==> src/rtl/fetch_pkg.sv <==
// Shared types and default sizing for the fetch next-PC controller.
package fetch_pkg;

    localparam int DEF_PC_W    = 16;
    localparam int DEF_FETCH_W = 4;
    localparam int DEF_MAX_BR  = 4;

    typedef enum logic [0:0] {
        ST_RUN      = 1'b0,
        ST_WAIT_JMP = 1'b1
    } state_t;

    typedef enum logic [1:0] {
        TERM_NONE  = 2'd0,
        TERM_JR    = 2'd1,
        TERM_TAKEN = 2'd2,
        TERM_CAP   = 2'd3
    } term_t;

endpackage

==> src/rtl/fetch_slot_scan.sv <==
// Priority scan of one fetch bundle: finds the first slot that ends the bundle
// (register jump, accepted taken branch, or branch blocked by the in-flight cap).
module fetch_slot_scan
    import fetch_pkg::*;
#(
    parameter int FETCH_W = DEF_FETCH_W,
    parameter int MAX_BR  = DEF_MAX_BR,
    parameter int CNT_W   = $clog2(MAX_BR + 1),
    parameter int IDX_W   = (FETCH_W > 1) ? $clog2(FETCH_W) : 1
) (
    input  logic               en,
    input  logic [CNT_W-1:0]   br_cnt,
    input  logic [FETCH_W-1:0] br_valid,
    input  logic [FETCH_W-1:0] br_pred_taken,
    input  logic [FETCH_W-1:0] jr_valid,
    output logic [FETCH_W-1:0] slot_valid,
    output logic [IDX_W-1:0]   term_idx,
    output term_t              term_cause,
    output logic [CNT_W-1:0]   acc_cnt
);

    localparam logic [CNT_W-1:0] MAX_CNT = CNT_W'(MAX_BR);

    logic [CNT_W-1:0] running;
    logic             done;

    always_comb begin
        slot_valid = '0;
        term_idx   = '0;
        term_cause = TERM_NONE;
        acc_cnt    = '0;
        running    = br_cnt;
        done       = !en;
        for (int i = 0; i < FETCH_W; i++) begin
            if (!done) begin
                if (jr_valid[i]) begin
                    slot_valid[i] = 1'b1;
                    term_idx      = IDX_W'(i);
                    term_cause    = TERM_JR;
                    done          = 1'b1;
                end else if (br_valid[i]) begin
                    // Running count includes branches accepted earlier in this bundle.
                    if (running == MAX_CNT) begin
                        term_idx   = IDX_W'(i);
                        term_cause = TERM_CAP;
                        done       = 1'b1;
                    end else begin
                        running       = running + CNT_W'(1);
                        acc_cnt       = acc_cnt + CNT_W'(1);
                        slot_valid[i] = 1'b1;
                        if (br_pred_taken[i]) begin
                            term_idx   = IDX_W'(i);
                            term_cause = TERM_TAKEN;
                            done       = 1'b1;
                        end
                    end
                end else begin
                    slot_valid[i] = 1'b1;
                end
            end
        end
    end

endmodule

==> src/rtl/fetch_pc_ctrl.sv <==
// Fetch-stage next-PC controller: slot validity, PC redirect and branch count.
// Optional JUMP_BYPASS_EN: a register jump whose base is ready redirects without WAIT_JMP.
//
// state       | meaning
// ST_RUN      | fetching bundles, scanning slots each cycle
// ST_WAIT_JMP | register jump issued, waiting for its base from the register file
module fetch_pc_ctrl
    import fetch_pkg::*;
#(
    parameter  int PC_W    = DEF_PC_W,
    parameter  int FETCH_W = DEF_FETCH_W,
    parameter  int MAX_BR  = DEF_MAX_BR,
    localparam int CNT_W   = $clog2(MAX_BR + 1)
) (
    input  logic                    clk,
    input  logic                    rst_n,
    input  logic                    stall_fetch,
    input  logic                    exter_pc_en,
    input  logic [PC_W-1:0]         exter_pc,
    input  logic                    has_mispredict,
    input  logic [PC_W-1:0]         pc_recovery,
    input  logic [CNT_W-1:0]        br_keep,
    input  logic                    decr_count_brnch,
    input  logic [FETCH_W-1:0]      br_valid,
    input  logic [FETCH_W-1:0]      br_pred_taken,
    input  logic [FETCH_W*PC_W-1:0] br_target,
    input  logic [FETCH_W-1:0]      jr_valid,
    input  logic                    jump_base_rdy_from_rf,
    input  logic [PC_W-1:0]         jump_base_from_rf,
    output logic [PC_W-1:0]         pc,
    output logic [FETCH_W-1:0]      slot_valid,
    output logic [FETCH_W-1:0]      pred_result,
    output logic [CNT_W-1:0]        br_cnt,
    output logic                    stall_for_jump,
    output logic                    stall_for_brnch
);

    localparam int IDX_W = (FETCH_W > 1) ? $clog2(FETCH_W) : 1;

    state_t           state;
    logic             run_en;
    logic [FETCH_W-1:0] scan_valid;
    logic [IDX_W-1:0] term_idx;
    term_t            term_cause;
    logic [CNT_W-1:0] acc_cnt;
    logic [CNT_W-1:0] cnt_after_decr;
    logic [PC_W-1:0]  pc_jr;
    logic [PC_W-1:0]  pc_cap;
    logic [PC_W-1:0]  pc_seq;
    logic [PC_W-1:0]  pc_tgt;

    assign run_en = rst_n && (state == ST_RUN);

    fetch_slot_scan #(
        .FETCH_W (FETCH_W),
        .MAX_BR  (MAX_BR),
        .CNT_W   (CNT_W),
        .IDX_W   (IDX_W)
    ) u_scan (
        .en            (run_en),
        .br_cnt        (br_cnt),
        .br_valid      (br_valid),
        .br_pred_taken (br_pred_taken),
        .jr_valid      (jr_valid),
        .slot_valid    (scan_valid),
        .term_idx      (term_idx),
        .term_cause    (term_cause),
        .acc_cnt       (acc_cnt)
    );

    assign slot_valid      = stall_fetch ? '0 : scan_valid;
    assign pred_result     = slot_valid & br_valid & br_pred_taken;
    assign stall_for_jump  = rst_n && (state == ST_WAIT_JMP);
    assign stall_for_brnch = run_en && (term_cause == TERM_CAP) && (term_idx == '0);

    // A resolve with nothing outstanding is dropped so the count cannot underflow.
    assign cnt_after_decr = br_cnt - CNT_W'(decr_count_brnch && (br_cnt != '0));

    assign pc_jr  = pc + PC_W'(term_idx) + PC_W'(1);
    assign pc_cap = pc + PC_W'(term_idx);
    assign pc_seq = pc + PC_W'(FETCH_W);
    assign pc_tgt = br_target[int'(term_idx)*PC_W +: PC_W];

    always_ff @(posedge clk) begin
        if (!rst_n) begin
            pc     <= '0;
            br_cnt <= '0;
            state  <= ST_RUN;
        end else if (exter_pc_en) begin
            pc     <= exter_pc;
            br_cnt <= '0;
            state  <= ST_RUN;
        end else if (has_mispredict) begin
            pc     <= pc_recovery;
            br_cnt <= br_keep;
            state  <= ST_RUN;
        end else if (stall_fetch) begin
            br_cnt <= cnt_after_decr;
        end else begin
            case (state)
                ST_RUN: begin
                    br_cnt <= cnt_after_decr + acc_cnt;
                    case (term_cause)
                        TERM_JR: begin
`ifdef JUMP_BYPASS_EN
                            if (jump_base_rdy_from_rf) begin
                                pc <= jump_base_from_rf;
                            end else begin
                                pc    <= pc_jr;
                                state <= ST_WAIT_JMP;
                            end
`else
                            pc    <= pc_jr;
                            state <= ST_WAIT_JMP;
`endif
                        end
                        TERM_TAKEN: pc <= pc_tgt;
                        TERM_CAP:   pc <= pc_cap;
                        default:    pc <= pc_seq;
                    endcase
                end
                ST_WAIT_JMP: begin
                    br_cnt <= cnt_after_decr;
                    if (jump_base_rdy_from_rf) begin
                        pc    <= jump_base_from_rf;
                        state <= ST_RUN;
                    end
                end
                default: state <= ST_RUN;
            endcase
        end
    end

endmodule

==> config.mk <==
export PLATFORM = sky130hd
export DESIGN_NAME = fetch_pc_ctrl
export DESIGN_NICKNAME = d
export VERILOG_FILES = /design/src/rtl/fetch_pkg.sv /design/src/rtl/fetch_slot_scan.sv /design/src/rtl/fetch_pc_ctrl.sv
export SDC_FILE = /design/constraint.sdc
export NUM_CORES = 1
export LEC_CHECK = 0
export BUFFER_PORTS_ARGS = -buffer_cell sky130_fd_sc_hd__buf_2
export CORE_ASPECT_RATIO = 0.7
export CORE_MARGIN = 5
export CORE_UTILIZATION = 39
export CTS_CLUSTER_SIZE = 24
export DETAILED_ROUTE_END_ITERATION = 10
export PLACE_DENSITY = 0.67
export SLEW_MARGIN = 0
export SYNTH_ARGS = -nofsm -noshare
export SYNTH_HDL_FRONTEND = slang
export SYNTH_SLANG_ARGS = --single-unit
==> constraint.sdc <==
create_clock -name clk -period 11.2 [get_ports clk]
set_input_delay 1.68 -clock clk [delete_from_list [all_inputs] [get_ports clk]]
set_output_delay 1.68 -clock clk [all_outputs]
set_load 0.02 [all_outputs]
==> Word-level counts from Yosys, hierarchy flattened <==
Cells that the tools add are included.
{ "classes": {"n_addsub": 11, "bitwise_logic": 4, "reduce_logical": 11, "shifts": 1, "eq_ne": 9, "mux": 107} }
{ "op_table": {"columns": ["operator", "count"], "rows": [
  ["$mux W3", 29],
  ["$mux W2", 34],
  ["$mux W16", 4],
  ["$shiftx A64 B7 Y16", 1],
  ["$pmux W16 S3", 1],
  ["$mux W1", 35],
  ["$pmux W16 S2", 1],
  ["$add A3 B1 Y3 const B", 6],
  ["$add A16 B1 Y16 const B", 1],
  ["$add A16 B2 Y16", 1],
  ["$add A16 B3 Y16 const B", 1],
  ["$eq A3 B3 Y1 const B", 4],
  ["$and A4 B4 Y4", 2],
  ["$pmux W3 S2", 1],
  ["$logic_and A1 B1 Y1", 5],
  ["$eq A2 B2 Y1 const B", 2],
  ["$mux W4", 1],
  ["$ne A4 B4 Y1 const B", 1],
  ["$add A3 B3 Y3", 1],
  ["$ne A3 B1 Y1 const B", 1],
  ["$reduce_bool A3 Y1", 1],
  ["$reduce_or A3 Y1", 1],
  ["$sub A3 B1 Y3", 1],
  ["$eq A2 B1 Y1 const B", 1],
  ["other kinds (6)", 7]
]} }
{ "word_totals": {"register_bits": 20, "elab_cells": 146, "out_inout_bits": 29, "input_bits": 134} }

==> Logic depth before layout (Yosys ltp) <==
Gate-level depths: netlist of the first run.
{ "depth": {"word_depth": 27, "ltp_mapped": 32, "depth_no_buf": 30} }

==> Cells and area by module <==
From an unflattened synthesis of the first run, not the netlist that was laid out.
{ "hier_totals": {"cells_unflattened": 534, "area_unflattened_um2": 4036.4} }
{ "by_module_without_submodules": {"columns": ["module", "cells_each", "seq_area_each_um2", "area_each_um2", "instances"], "rows": [
  ["fetch_pc_ctrl", 417, 400.4, 3191.8, 1],
  ["fetch_slot_scan", 117, 0.0, 844.6, 1]
]} }

==> Worst setup path before layout of the first run <==
No wires, ideal clock.
{ "synth_path": {"kind": "input-to-reg", "from": "in jr_valid[0]", "to": "reg pc[12]", "path_buffers": 2, "arrival_time_ns": 7.525, "required_time_ns": 11.068, "stages": 29, "slack_ns": 3.543, "path_cell_list": "and4bb_2 -> nand2b_1 -> mux2_2 -> inv_1 -> ha_1 -> o21ai_0 -> o21ai_1 -> xor2_1 -> inv_1 -> ha_1 -> or4b_4 -> a31oi_4 -> or4b_1 -> o21bai_1 -> o21ai_4 -> buf_4 -> ha_1 -> inv_1 -> fa_1 -> clkbuf_1 -> nor3_1 -> xor2_1 -> nand4_1 -> nor3_1 -> nand2_1 -> xnor2_1 -> a221o_1 -> a221oi_1 -> o22ai_1"} }
{ "synth_between": {"elab_chain_cells": 24, "word_cells_on_any_way": 67} }
{ "synth_lines": {"columns": ["item", "line", "text"], "rows": [
  ["start: declaration", "fetch_pc_ctrl.sv:27", "input logic [FETCH_W-1:0] jr_valid,"],
  ["$mux W3", "fetch_slot_scan.sv:36", "if (jr_valid[i]) begin"],
  ["$mux W3", "fetch_slot_scan.sv:35", "if (!done) begin"],
  ["$add A3 B1 Y3 or $eq A3 B3 Y1 (tied branches)", "fetch_slot_scan.sv:48, fetch_slot_scan.sv:43", null],
  ["$mux W3 or $mux W2 (tied branches)", "fetch_slot_scan.sv:43", "if (running == MAX_CNT) begin"],
  ["$mux W3 or $mux W2 (tied branches)", "fetch_slot_scan.sv:41", "end else if (br_valid[i]) begin"],
  ["$mux W3 or $mux W2 (tied branches)", "fetch_slot_scan.sv:36", null],
  ["$mux W3 or $mux W2 (tied branches)", "fetch_slot_scan.sv:35", null],
  ["$add A3 B1 Y3, or another cell as far along", "fetch_slot_scan.sv:48", "running = running + CNT_W'(1);"],
  ["(+8 left out)", null, null],
  ["$mux W2", "fetch_slot_scan.sv:35", null],
  ["$add A16 B2 Y16", "fetch_pc_ctrl.sv:79, fetch_pc_ctrl.sv:80", null],
  ["$add A16 B1 Y16", "fetch_pc_ctrl.sv:79", "assign pc_jr = pc + PC_W'(term_idx) + PC_W'(1);"],
  ["$pmux W16 S3 *", "fetch_pc_ctrl.sv:103", "case (term_cause)"],
  ["$pmux W16 S2 *", "fetch_pc_ctrl.sv:100", "case (state)"],
  ["$mux W16 *", "fetch_pc_ctrl.sv:97", "end else if (stall_fetch) begin"],
  ["$mux W16 *", "fetch_pc_ctrl.sv:93", "end else if (has_mispredict) begin"],
  ["$mux W16 *", "fetch_pc_ctrl.sv:89", "end else if (exter_pc_en) begin"],
  ["end signal: assignment", "fetch_pc_ctrl.sv:90", "pc <= exter_pc;"],
  ["end signal: assignment", "fetch_pc_ctrl.sv:94", "pc <= pc_recovery;"],
  ["end signal: assignment", "fetch_pc_ctrl.sv:113", "pc <= pc_jr;"],
  ["end: declaration", "fetch_pc_ctrl.sv:30", "output logic [PC_W-1:0] pc,"]
]} }
Mark *: on every way between the ends. The rest lies on a longest branch, timed or not. The select of a mux whose other input is x is not followed.
A chain may end at the register's enable or synchronous reset.

==> Worst setup path after layout of the first run <==
{ "layout_path": {"from": "in rst_n", "to": "reg pc[12]"} }
{ "layout_between": {"elab_chain_cells": 25, "word_cells_on_any_way": 70} }
{ "layout_lines": {"columns": ["item", "line", "text"], "rows": [
  ["start: declaration", "fetch_pc_ctrl.sv:16", "input logic rst_n,"],
  ["parallel branches: the longest is 25 deep, another holds $add A3 B1 Y3", null, null]
]} }
Parallel ways; which one is timed is not known. The select of a mux whose other input is x is not followed.

==> summary.md, run 1 <==
| Metric | Value |
|---|---|
| CP startpoint kind | `input port` |
| Count leader, synth | `nand2_1` |
| Tightest Pin Transition | `907 ps` |
| Syn_area_per_cell | `7.42 sq um` |
| Clock buffer depth | `2` |
| Setup Crit Path Kind | `input port to flop` |
| Clock Skews | `2.19 ps` |
| Vias/cell | `6.02` |
| Slew Limit Headroom | `between 30% and 40%` |
| Routing usage on met3 | `6.74%` |
| H-tree depth | `1` |
| R2R cell count | `31` |
| Post-DP HPWL | `12,900 microns` |
| Via Count | `4,744` |
| Post-CTS setup buffer count | `0` |
| Critical Path RT | `11,330 ps` |
| Placer Congestion | `0.994` |
| Status | `finished clean` |
| Layout area overhead | `23.7%` |
| Flip-flop and latch area | `roughly 400 sq um` |
| Share of post-route cells with drive strength above 1 | `33.2%` |
| Initial antenna violation count | `0` |
| Syn nets | `681` |
| Commonest cells post-synth | `nand2_1, nor2_1, inv_1, a21oi_1, mux2_2` |
| Pwr Total | `approximately 350 uW` |
| YS warnings | `0` |
| Core area | `9720 sq um` |
| Diodes inserted | `0` |
| Multi-input gate area | `3220 sq um` |
| Cell accounting for the most synthesized area | `dfxtp_1` |
| Std cell rows | `30` |
| FFs w/ async S/R, synth | `0%` |
| Worst path bufs/invs | `5` |
| Final #Nets | `818` |
| Predominant post-synthesis flop cell | `dfxtp_1` |
| CTS tree | `done` |
| DR iter-0 viols | `423` |
| CP top delay family | `compound AO/OA/AOI/OAI gates` |
| Highest achievable clock rate | `117 MHz` |
| Root Buffer | `clkbuf_16` |
| Met1 track demand over resource | `38.9%` |
| Pre-antenna DRT Iters | `5` |
| Leading post-synthesis cells by cell area | `dfxtp_1, mux2_2, ha_1, xnor2_1, nand2_1` |
| Final hold violations | `0` |
| Sequential share of the synthesized area | `around a tenth` |
| Max_cap viols | `0` |
| Clock sink total | `20` |
| Clock latency on the worst-skew pair | `260 ps` |
| Placed Area | `4740 sq um` |
| # setup viols final | `0` |
| Tcrit/Tclk final | `76.4%` |
| DRT Wirelength | `16,200 microns` |
| Final number of max-transition violations | `0` |
| Largest net degree at the start of global routing | `34` |
| Hold Crit Depth | `2` |
| Fin crit period | `8560 ps` |
| Port Buffers | `162` |
| RSZ-0062 raised after global routing | `false` |
| First-pass GRT wire length | `24,400 microns` |
| DR WL/cell | `20.6 microns` |
| Die W | `129 microns` |
| Hold Path Sink | `pc[0]` |
| Reg-to-reg slack, setup | `3650 ps` |
| CP arrival | `8690 ps` |
| Power Density | `71.7 nW/um^2` |
| Hold_sp | `pc[0]` |
| Initial Util | `40.1%` |
| RR Endpoint | `pc[12]` |
| TritonCTS buffer count | `3` |
| Critical-path top delay cell | `fa_1` |
| Worst IR Drop VDD | `0.0446 mV` |
| Hold_buf cts | `0` |
| Cell variety after synth | `76` |
| Vias in the first global route | `4,496` |
| Seq cells post-synth | `20` |
| Layout fillers | `999` |
| DIE HEIGHT | `93.6 microns` |
| Finished layout cell area | `a little under 5000 sq um` |
| Number of synthesized flops with an enable pin | `0` |
| Mapped Area | `3900 sq um` |
| Met2 GRT Util | `approximately 37%` |
| Max FO, Critical Path | `33` |
| Grt total ovfl | `0` |
| Busiest layer in global routing | `met1` |
| Post-synth top area share | `10.3%` |
| Worst R2R Start | `br_cnt[0]` |
| GRT Resource Usage Total | `25.8%` |
| Full die area | `between 10,000 and 15,000 sq um` |
| Final core utilization | `about half` |
| Antenna Nets Post-Route | `0` |
| Setup tns final | `0 ps` |
| Leakage | `roughly 2.1 nW` |
| Clock transition at path regs | `60 ps` |
| Post-CTS Resized | `0` |
| DRC violations left | `0` |
| I/O Pins | `around 160` |
| Min-delay worst type | `flop to flop` |
| Post-Syn Instances | `roughly 530` |
| Crit end category | `flop` |
| CP peak stage delay | `between 500 and 600 ps` |
state kept, by name, indices dropped and copies added, names as in the netlist:
| register | count |
|---|---|
| pc | 16 |
| br_cnt | 3 |
| state | 1 |
metal layers:
layer,wire (microns),up-vias
li1,-,2253
met1,7650,2211
met2,6630,262
met3,1810,18
met4,152,0
met5,0,-
layout make-up:
cell class,count,area share (%)
multi-input combinational,437,66.8
timing repair buffer,165,17.3
sequential,20,8.31
tap,128,3.32
inverter,35,2.73
clock buffer,3,1.56
report_power, final:
part	switching [mW]	internal, mW
Clock	0.0319	0.0474
Sequential	0.0142	0.0776
Combinational	0.100	0.0743
Total	0.146	0.199
worst max-delay path by stage:
stage | from | to | slack, ps | cells past startpoint
3_3_place_gp | rst_n | pc[12] | 2660 | 30
2_1_floorplan | jr_valid[0] | pc[12] | 3540 | 29
6_report | rst_n | pc[12] | 2640 | 30
5_1_grt | rst_n | pc[15] | 2120 | 30
3_5_place_dp | rst_n | pc[12] | 2370 | 30
4_1_cts | rst_n | pc[12] | 2650 | 30
worst register-to-register path, delay by kind of cell (launching register included):
kind | cells | cell delay [ps]
adder cells (fa/ha/maj) | 5 | 1500
flip-flops | 1 | 330
XOR/XNOR | 3 | 700
AO/OA/AOI/OAI | 10 | 1950
buffers and inverters | 5 | 760
AND/OR/NAND/NOR | 7 | 1790
multiplexers | 1 | 390
cell usage in the layout, fill, tap and decap left out, types with 5 or more instances in the layout:
cell,netlist,layout
a22oi_1,9,9
nand3_1,19,19
a221oi_1,13,13
a221o_1,11,11
nor2b_1,7,7
a211oi_1,9,9
a2111oi_0,6,6
nand2b_1,5,5
xor2_1,16,16
mux2i_1,7,7
nor3_1,12,12
o221ai_1,11,11
and2_1,7,7
o21ai_0,23,23
dfxtp_1,20,20
buf_2,2,162
nand2_1,46,46
inv_1,34,34
xnor2_1,25,25
a21oi_1,31,31
nor2_1,38,38
o22ai_1,8,8
and3_1,7,7
ha_1,20,20
mux2_2,30,30
nand4_1,9,9
metrics by stage:
stage	cells	hold slack [ps]	worst slack, ps
floorplan	525	576	3540
detailed placement	785	538	2370
finish	788	562	2640
global placement	785	534	2660
CTS	788	544	2650
global route	788	565	2120
cell families after synthesis:
logic type,synth area share (%)
buffers and inverters,7.10
muxes,11.0
xor gates and xnor gates,9.63
DFF,10.3
adders and majority gates,7.45
and+or+nand+nor,23.1
AOI/OAI and AO/OA,31.4
Power figures use the tool's default switching activity.
==> run 2: changes to the inputs <==
==> constraint.sdc (replaced) <==
create_clock -name clk -period 8.02 [get_ports clk]
set_input_delay 1.203 -clock clk [delete_from_list [all_inputs] [get_ports clk]]
set_output_delay 1.203 -clock clk [all_outputs]
set_load 0.02 [all_outputs]
==> run 2 against run 1 <==
  * Final area rose by 0.91%
  * Register-to-register slack got worse by 2500 ps
  * Routed wire length fell by 0.88%
  * Clock power rose by 54%
  * Clock-buffer cell count rose by 1
  * Critical endpoint is now pc[14]
  * Hold slack got worse by 29 ps
  * Die area did not move
  * Core utilization rose by 0.45 points
  * Sequential share of layout area fell by 0.075 points
  * Sequential power rose by 39%
  * Combinational power rose by 40%
  * Via count rose by 1.9%
==> summary.md, run 2 (synthesis results as in run 1) <==
| Metric | Value |
|---|---|
| Status | `finished clean (unchanged)` |
| Max FO, Critical Path | `14 (was 33)` |
| Clock sink total | `20 (unchanged)` |
| Cell-internal power | `289 uW (was 199 uW)` |
| Std cell rows | `30 (unchanged)` |
| Final hold slack | `532 ps (was 562 ps)` |
| Top flop regs | `pc: 16 flops, br_cnt: 3 flops, state: 1 flops (unchanged)` |
| Pre-antenna DRT Iters | `7 (was 5)` |
| Layout area overhead | `24.8% (was 23.7%)` |
| CP startpoint kind | `input port (unchanged)` |
| Most common cell after layout, fill and taps aside | `buf_2 (unchanged)` |
| Clock Skews | `3.59 ps (was 2.19 ps)` |
| Worst IR Drop VDD | `0.0658 mV (was 0.0446 mV)` |
| Leakage | `2.11 nW (was 2.09 nW)` |
| Final number of max-transition violations | `0 (unchanged)` |
| Fin worst setup slack | `663 ps (was 2640 ps)` |
| Critical Path RT | `8160 ps (was 11,330 ps)` |
| Clock buffer depth | `2 (unchanged)` |
| Initial antenna violation count | `0 (unchanged)` |
| Via Count | `4,835 (was 4,744)` |
| First-pass GRT wire length | `24,400 microns (about the same)` |
| Critical-path top delay cell | `or4b_1 (was fa_1)` |
| Pwr Total | `494 uW (was 346 uW)` |
| Largest register FFs | `16 (unchanged)` |
| Diodes inserted | `0 (unchanged)` |
| # setup viols final | `0 (unchanged)` |
| Min-delay worst type | `flop to flop (unchanged)` |
| Power Density | `102 nW/um^2 (was 71.7 nW/um^2)` |
| Max_cap viols | `0 (unchanged)` |
| Die W | `129 microns (unchanged)` |
| Final hold violations | `0 (unchanged)` |
| Post-Place Setup Slack | `304 ps (was 2370 ps)` |
| Final #Nets | `821 (was 818)` |
| Finished layout cell area | `4860 sq um (was 4820 sq um)` |
| Port Buffers | `162 (unchanged)` |
| Vias/cell | `6.10 (was 6.02)` |
| TritonCTS buffer count | `3 (unchanged)` |
| Top reg by flops | `pc (unchanged)` |
| Initial Util | `40.1% (unchanged)` |
| Sw Ratio | `41.5% (was 42.3%)` |
| Comb pwr share | `49.5% (was 50.5%)` |
| Fin crit period | `7360 ps` |
| Clock Power Share | `24.7% (was 22.9%)` |
| Sequential Power Share | `25.8% (was 26.5%)` |
| Full die area | `12,100 sq um (unchanged)` |
| Switching power | `205 uW (was 146 uW)` |
| H-tree depth | `1 (unchanged)` |
| Core area | `9720 sq um (unchanged)` |
| Most frequent cells in the layout | `buf_2, nand2_1, nor2_1 (unchanged)` |
| DR iter-0 viols | `600 (was 423)` |
| DRC violations left | `0 (unchanged)` |
| Final core utilization | `50.0% (was 49.6%)` |
| RSZ-0062 raised after global routing | `false (unchanged)` |
| Non-filler cells, final | `792 (was 788)` |
| Slew Limit Headroom | `36.7% (was 39.0%)` |
| DR WL/cell | `20.3 microns (was 20.6 microns)` |
| Placed Area | `4770 sq um (was 4740 sq um)` |
| Grt total ovfl | `0 (unchanged)` |
| CP arrival | `7500 ps (was 8690 ps)` |
| Tightest Pin Transition | `942 ps (was 907 ps)` |
| Tcrit/Tclk final | `91.7%` |
| Dpl cells | `788 (was 785)` |
| GRT Resource Usage Total | `25.6% (was 25.8%)` |
| CTS tree | `done (unchanged)` |
| Clock transition at path regs | `60 ps (about the same)` |
| DRT Wirelength | `16,100 microns (was 16,200 microns)` |
| CP peak stage delay | `520 ps (was 580 ps)` |
| Largest net degree at the start of global routing | `33 (was 34)` |
| Setup tns final | `0 ps (unchanged)` |
| Antenna Nets Post-Route | `0 (unchanged)` |
| Highest achievable clock rate | `136 MHz` |
| Placer Congestion | `0.979 (was 0.994)` |
| Clock latency on the worst-skew pair | `260 ps (about the same)` |
| Root Buffer | `clkbuf_16 (unchanged)` |
| Share of post-route cells with drive strength above 1 | `33.7% (was 33.2%)` |
| I/O Pins | `163 (unchanged)` |
| Post-DP HPWL | `12,800 microns (was 12,900 microns)` |
| Hold_buf cts | `0 (unchanged)` |
| Vias in the first global route | `4,573 (was 4,496)` |
| Crit end category | `flop (unchanged)` |
| DIE HEIGHT | `93.6 microns (unchanged)` |
| Setup Crit Path Kind | `input port to flop (unchanged)` |
## run 2: cell types whose count changed in the layout (fill, tap and decap cells not counted)
cell      before  now
xor2_1        16   15
xor2_2         0    1
buf_4          3    6
clkbuf_8       0    1
## run 2: worst paths after layout
path | startpoint | endpoint | slack, ps | depth (start not counted)
worst max-delay path | rst_n | pc[14] | 660 | 29
worst min-delay path | pc[0] | pc[0] | 530 | 2
worst max register to register | br_cnt[0] | pc[14] | 1150 | 30
worst min register to register | pc[0] | pc[0] | 530 | 2
## run 2: final cells by class
type,instances,area (sq um)
fillers,982,4860
multi-input cells,437,3230
repair buffers,168,856
flip-flops and latches,20,400
well taps,128,160
inverters,35,131
clock buffers,4,88.8
## run 2: metal layers
| layer | routed length (microns) | GRT usage, % | share of wire [%] |
|---|---|---|---|
| met5 | 0 | 0 | 0 |
| met1 | 7390 | 38.4 | 46 |
| met3 | 1950 | 5.48 | 12 |
| met4 | 172 | 3.63 | 1.1 |
| met2 | 6590 | 37.9 | 41 |
## run 2: power by group through the flow
stage / combinational (mW) / clock [mW] / sequential, mW
floorplan: 0.150 / 0 / 0.130
global placement: 0.235 / 0 / 0.130
detailed placement: 0.239 / 0 / 0.129
CTS: 0.241 / 0.125 / 0.127
global route: 0.267 / 0.129 / 0.129
finish: 0.245 / 0.122 / 0.128
## run 2: worst max-delay path, delay by kind of cell
family          cells  cell delay [ps]
mux                 1              400
fa+ha+maj           4             1070
simple gates        7             1820
compound gates     10             1960
buf+inv             4              440
xor+xnor            3              610
## run 2: what timing repair did
item,CTS,global route
setup buffers,0,0
setup endpoints to repair,0,2
hold endpoints to repair,0,0
resized for setup,0,1
==> run 3: changes to the inputs <==
--- a/config.mk
+++ b/config.mk
@@ -9,6 +9,7 @@
 export CORE_ASPECT_RATIO = 0.7
 export CORE_MARGIN = 5
 export CORE_UTILIZATION = 39
+export CTS_BUF_LIST = sky130_fd_sc_hd__clkbuf_4
 export CTS_CLUSTER_SIZE = 24
 export DETAILED_ROUTE_END_ITERATION = 10
 export PLACE_DENSITY = 0.67
==> constraint.sdc (replaced) <==
create_clock -name clk -period 8.7 [get_ports clk]
set_input_delay 1.305 -clock clk [delete_from_list [all_inputs] [get_ports clk]]
set_output_delay 1.305 -clock clk [all_outputs]
set_load 0.02 [all_outputs]
==> run 3 against run 2 <==
  * Core utilization decreased by 1.1 points
  * Routed wire length is 0.59% lower
  * Non-clock buffer count fell by 4
  * Final area shrank 2.1%
  * Clock power decreased by 56%
  * Clock-buffer cell count fell by 1
  * Via count down 1.2%
  * Hold slack improved by 8.7 ps
  * Clock skew rose by 2.9 ps
  * Critical path depth did not move
  * Highest routed layer unchanged
==> summary.md, run 3 (synthesis results as in run 1) <==
| Metric | Value |
|---|---|
| Status | `finished clean (unchanged)` |
| Final hold violations | `0 (unchanged)` |
| GRT Resource Usage Total | `25.4% (was 25.6%)` |
| DR iter-0 viols | `531 (was 600)` |
| I/O Pins | `163 (unchanged)` |
| Grt total ovfl | `0 (unchanged)` |
| Post-CTS setup buffer count | `0 (unchanged)` |
| DIE HEIGHT | `93.6 microns (unchanged)` |
| Initial Util | `40.1% (unchanged)` |
| Clock buffer depth | `2 (unchanged)` |
| Layout area overhead | `22.2% (was 24.8%)` |
| Largest register FFs | `16 (unchanged)` |
| Clock transition at path regs | `140 ps (was 60 ps)` |
| Worst R2R Start | `br_cnt[0] (unchanged)` |
| Tightest Pin Transition | `1170 ps (was 942 ps)` |
| Clock latency on the worst-skew pair | `340 ps (was 260 ps)` |
| Most common cell after layout, fill and taps aside | `buf_2 (unchanged)` |
| Crit end category | `flop (unchanged)` |
| Initial antenna violation count | `0 (unchanged)` |
| Critical Path RT | `8920 ps (was 8160 ps)` |
| Routing usage on met3 | `7.65% (was 5.48%)` |
| First-pass GRT wire length | `24,300 microns (was 24,400 microns)` |
| Layout fillers | `989 (was 982)` |
| Top flop regs | `pc: 16 flops, br_cnt: 3 flops, state: 1 flops (unchanged)` |
| CTS tree | `done (unchanged)` |
| Post-DP HPWL | `12,600 microns (was 12,800 microns)` |
| Met2 GRT Util | `37.1% (was 37.9%)` |
| Pre-antenna DRT Iters | `6 (was 7)` |
| Via Count | `4,777 (was 4,835)` |
| Tcrit/Tclk final | `around 89%` |
| Min-delay worst type | `flop to flop (unchanged)` |
| Die W | `129 microns (unchanged)` |
| Clock Skews | `6.48 ps (was 3.59 ps)` |
| Port Buffers | `162 (unchanged)` |
| Worst setup endpoint | `pc[12] (was pc[14])` |
| Clock sink total | `20 (unchanged)` |
| Vias/cell | `6.07 (was 6.10)` |
| Dpl cells | `784 (was 788)` |
| Multi-input gate area | `3220 sq um (was 3230 sq um)` |
| Max FO, Critical Path | `14 (unchanged)` |
| # setup viols final | `0 (unchanged)` |
| Worst path bufs/invs | `4 (unchanged)` |
| CP top delay family | `simple AND/OR/NAND/NOR gates (was compound AO/OA/AOI/OAI gates)` |
| Placer Congestion | `0.962 (was 0.979)` |
| Highest achievable clock rate | `130 MHz` |
| DR WL/cell | `20.3 microns (about the same)` |
| Busiest layer in global routing | `met1 (unchanged)` |
| Worst IR Drop VDD | `0.0579 mV (was 0.0658 mV)` |
| Setup tns final | `0 ps (unchanged)` |
| Share of post-route cells with drive strength above 1 | `33.1% (was 33.7%)` |
| Slew Limit Headroom | `21.8% (was 36.7%)` |
| Final number of max-transition violations | `0 (unchanged)` |
| DRT Wirelength | `16,000 microns (was 16,100 microns)` |
| Power Density | `83.0 nW/um^2 (was 102 nW/um^2)` |
| DRC violations left | `0 (unchanged)` |
| H-tree depth | `1 (unchanged)` |
| Hold_buf cts | `0 (unchanged)` |
| Diodes inserted | `0 (unchanged)` |
| Most frequent cells in the layout | `buf_2, nand2_1, nor2_1 (unchanged)` |
| CP peak stage delay | `600 ps (was 520 ps)` |
| Full die area | `12,100 sq um (unchanged)` |
| Largest net degree at the start of global routing | `33 (unchanged)` |
| Antenna Nets Post-Route | `0 (unchanged)` |
| Post-Place Setup Slack | `689 ps (was 304 ps)` |
| Critical-path top delay cell | `fa_1 (was or4b_1)` |
| CP startpoint kind | `input port (unchanged)` |
| Setup Crit Path Kind | `input port to flop (unchanged)` |
| CP arrival | `7940 ps (was 7500 ps)` |
| Flip-flop and latch area | `400 sq um (unchanged)` |
| RSZ-0062 raised after global routing | `false (unchanged)` |
| Hold Crit Depth | `2 (unchanged)` |
| Root Buffer | `clkbuf_4 (was clkbuf_16)` |
| Met1 track demand over resource | `37.1% (was 38.4%)` |
| Top reg by flops | `pc (unchanged)` |
| R2R cell count | `30 (unchanged)` |
| Fin worst setup slack | `989 ps (was 663 ps)` |
| Fin crit period | `7710 ps` |
| Final core utilization | `49.0% (was 50.0%)` |
| Core area | `9720 sq um (unchanged)` |
| Post-CTS Resized | `0 (unchanged)` |
| Final #Nets | `817 (was 821)` |
| CP startpoint | `rst_n (unchanged)` |
| TritonCTS buffer count | `3 (unchanged)` |
| Max_cap viols | `0 (unchanged)` |
| RR Endpoint | `pc[12] (was pc[14])` |
| Non-filler cells, final | `787 (was 792)` |
| Std cell rows | `30 (unchanged)` |
| Reg-to-reg slack, setup | `1490 ps (was 1150 ps)` |
| Stages on worst setup path | `29 (unchanged)` |
| Vias in the first global route | `4,529 (was 4,573)` |
| Leakage | `2.06 nW (was 2.11 nW)` |
run 3: changes by cell type in the layout (fill, tap and decap cells not counted), sizes merged:
cell	change
buf	-4
clkbuf	-1
run 3: power by group:
part	switching, mW	internal [mW]
Combinational	0.128	0.0956
Clock	0.0372	0.0164
Sequential	0.0178	0.0998
run 3: worst min path at each step:
stage | start | to | slack [ps]
2_1_floorplan | pc[0] | pc[0] | 580
6_report | pc[0] | pc[0] | 540
5_1_grt | pc[0] | pc[0] | 570
3_5_place_dp | pc[0] | pc[0] | 530
4_1_cts | pc[0] | pc[0] | 550
3_3_place_gp | pc[0] | pc[0] | 520
run 3: per-stage QoR:
stage          hold slack (ps)  cell area (sq um)  total power [mW]
2_1_floorplan              576               3900             0.257
3_3_place_gp               521               4740             0.335
3_5_place_dp               530               4740             0.338
4_1_cts                    546               4760             0.390
5_1_grt                    568               4760             0.420
6_report                   541               4760             0.395
run 3: worst register-to-register path, delay by kind of cell (launching register included):
family / cells / cell delay, ps
xor gates and xnor gates: 3 / 700
DFF: 1 / 350
and+or+nand+nor: 8 / 2100
AOI/OAI and AO/OA: 9 / 1740
muxes: 1 / 390
adders and majority gates: 5 / 1450
buffers and inverters: 4 / 360
run 3: cell type report:
type / count / area share (%)
Inverter: 35 / 2.76
Tap cell: 128 / 3.36
Sequential cell: 20 / 8.41
Multi-Input combinational cell: 437 / 67.6
Timing Repair Buffer: 164 / 17.4
Clock buffer: 3 / 0.473
run 3: metal layers:
layer  part of all wire, %  up-vias
met3                    13       12
li1                      -     2250
met1                    46     2247
met5                     0        -
met4                  0.84        0
met2                    41      268
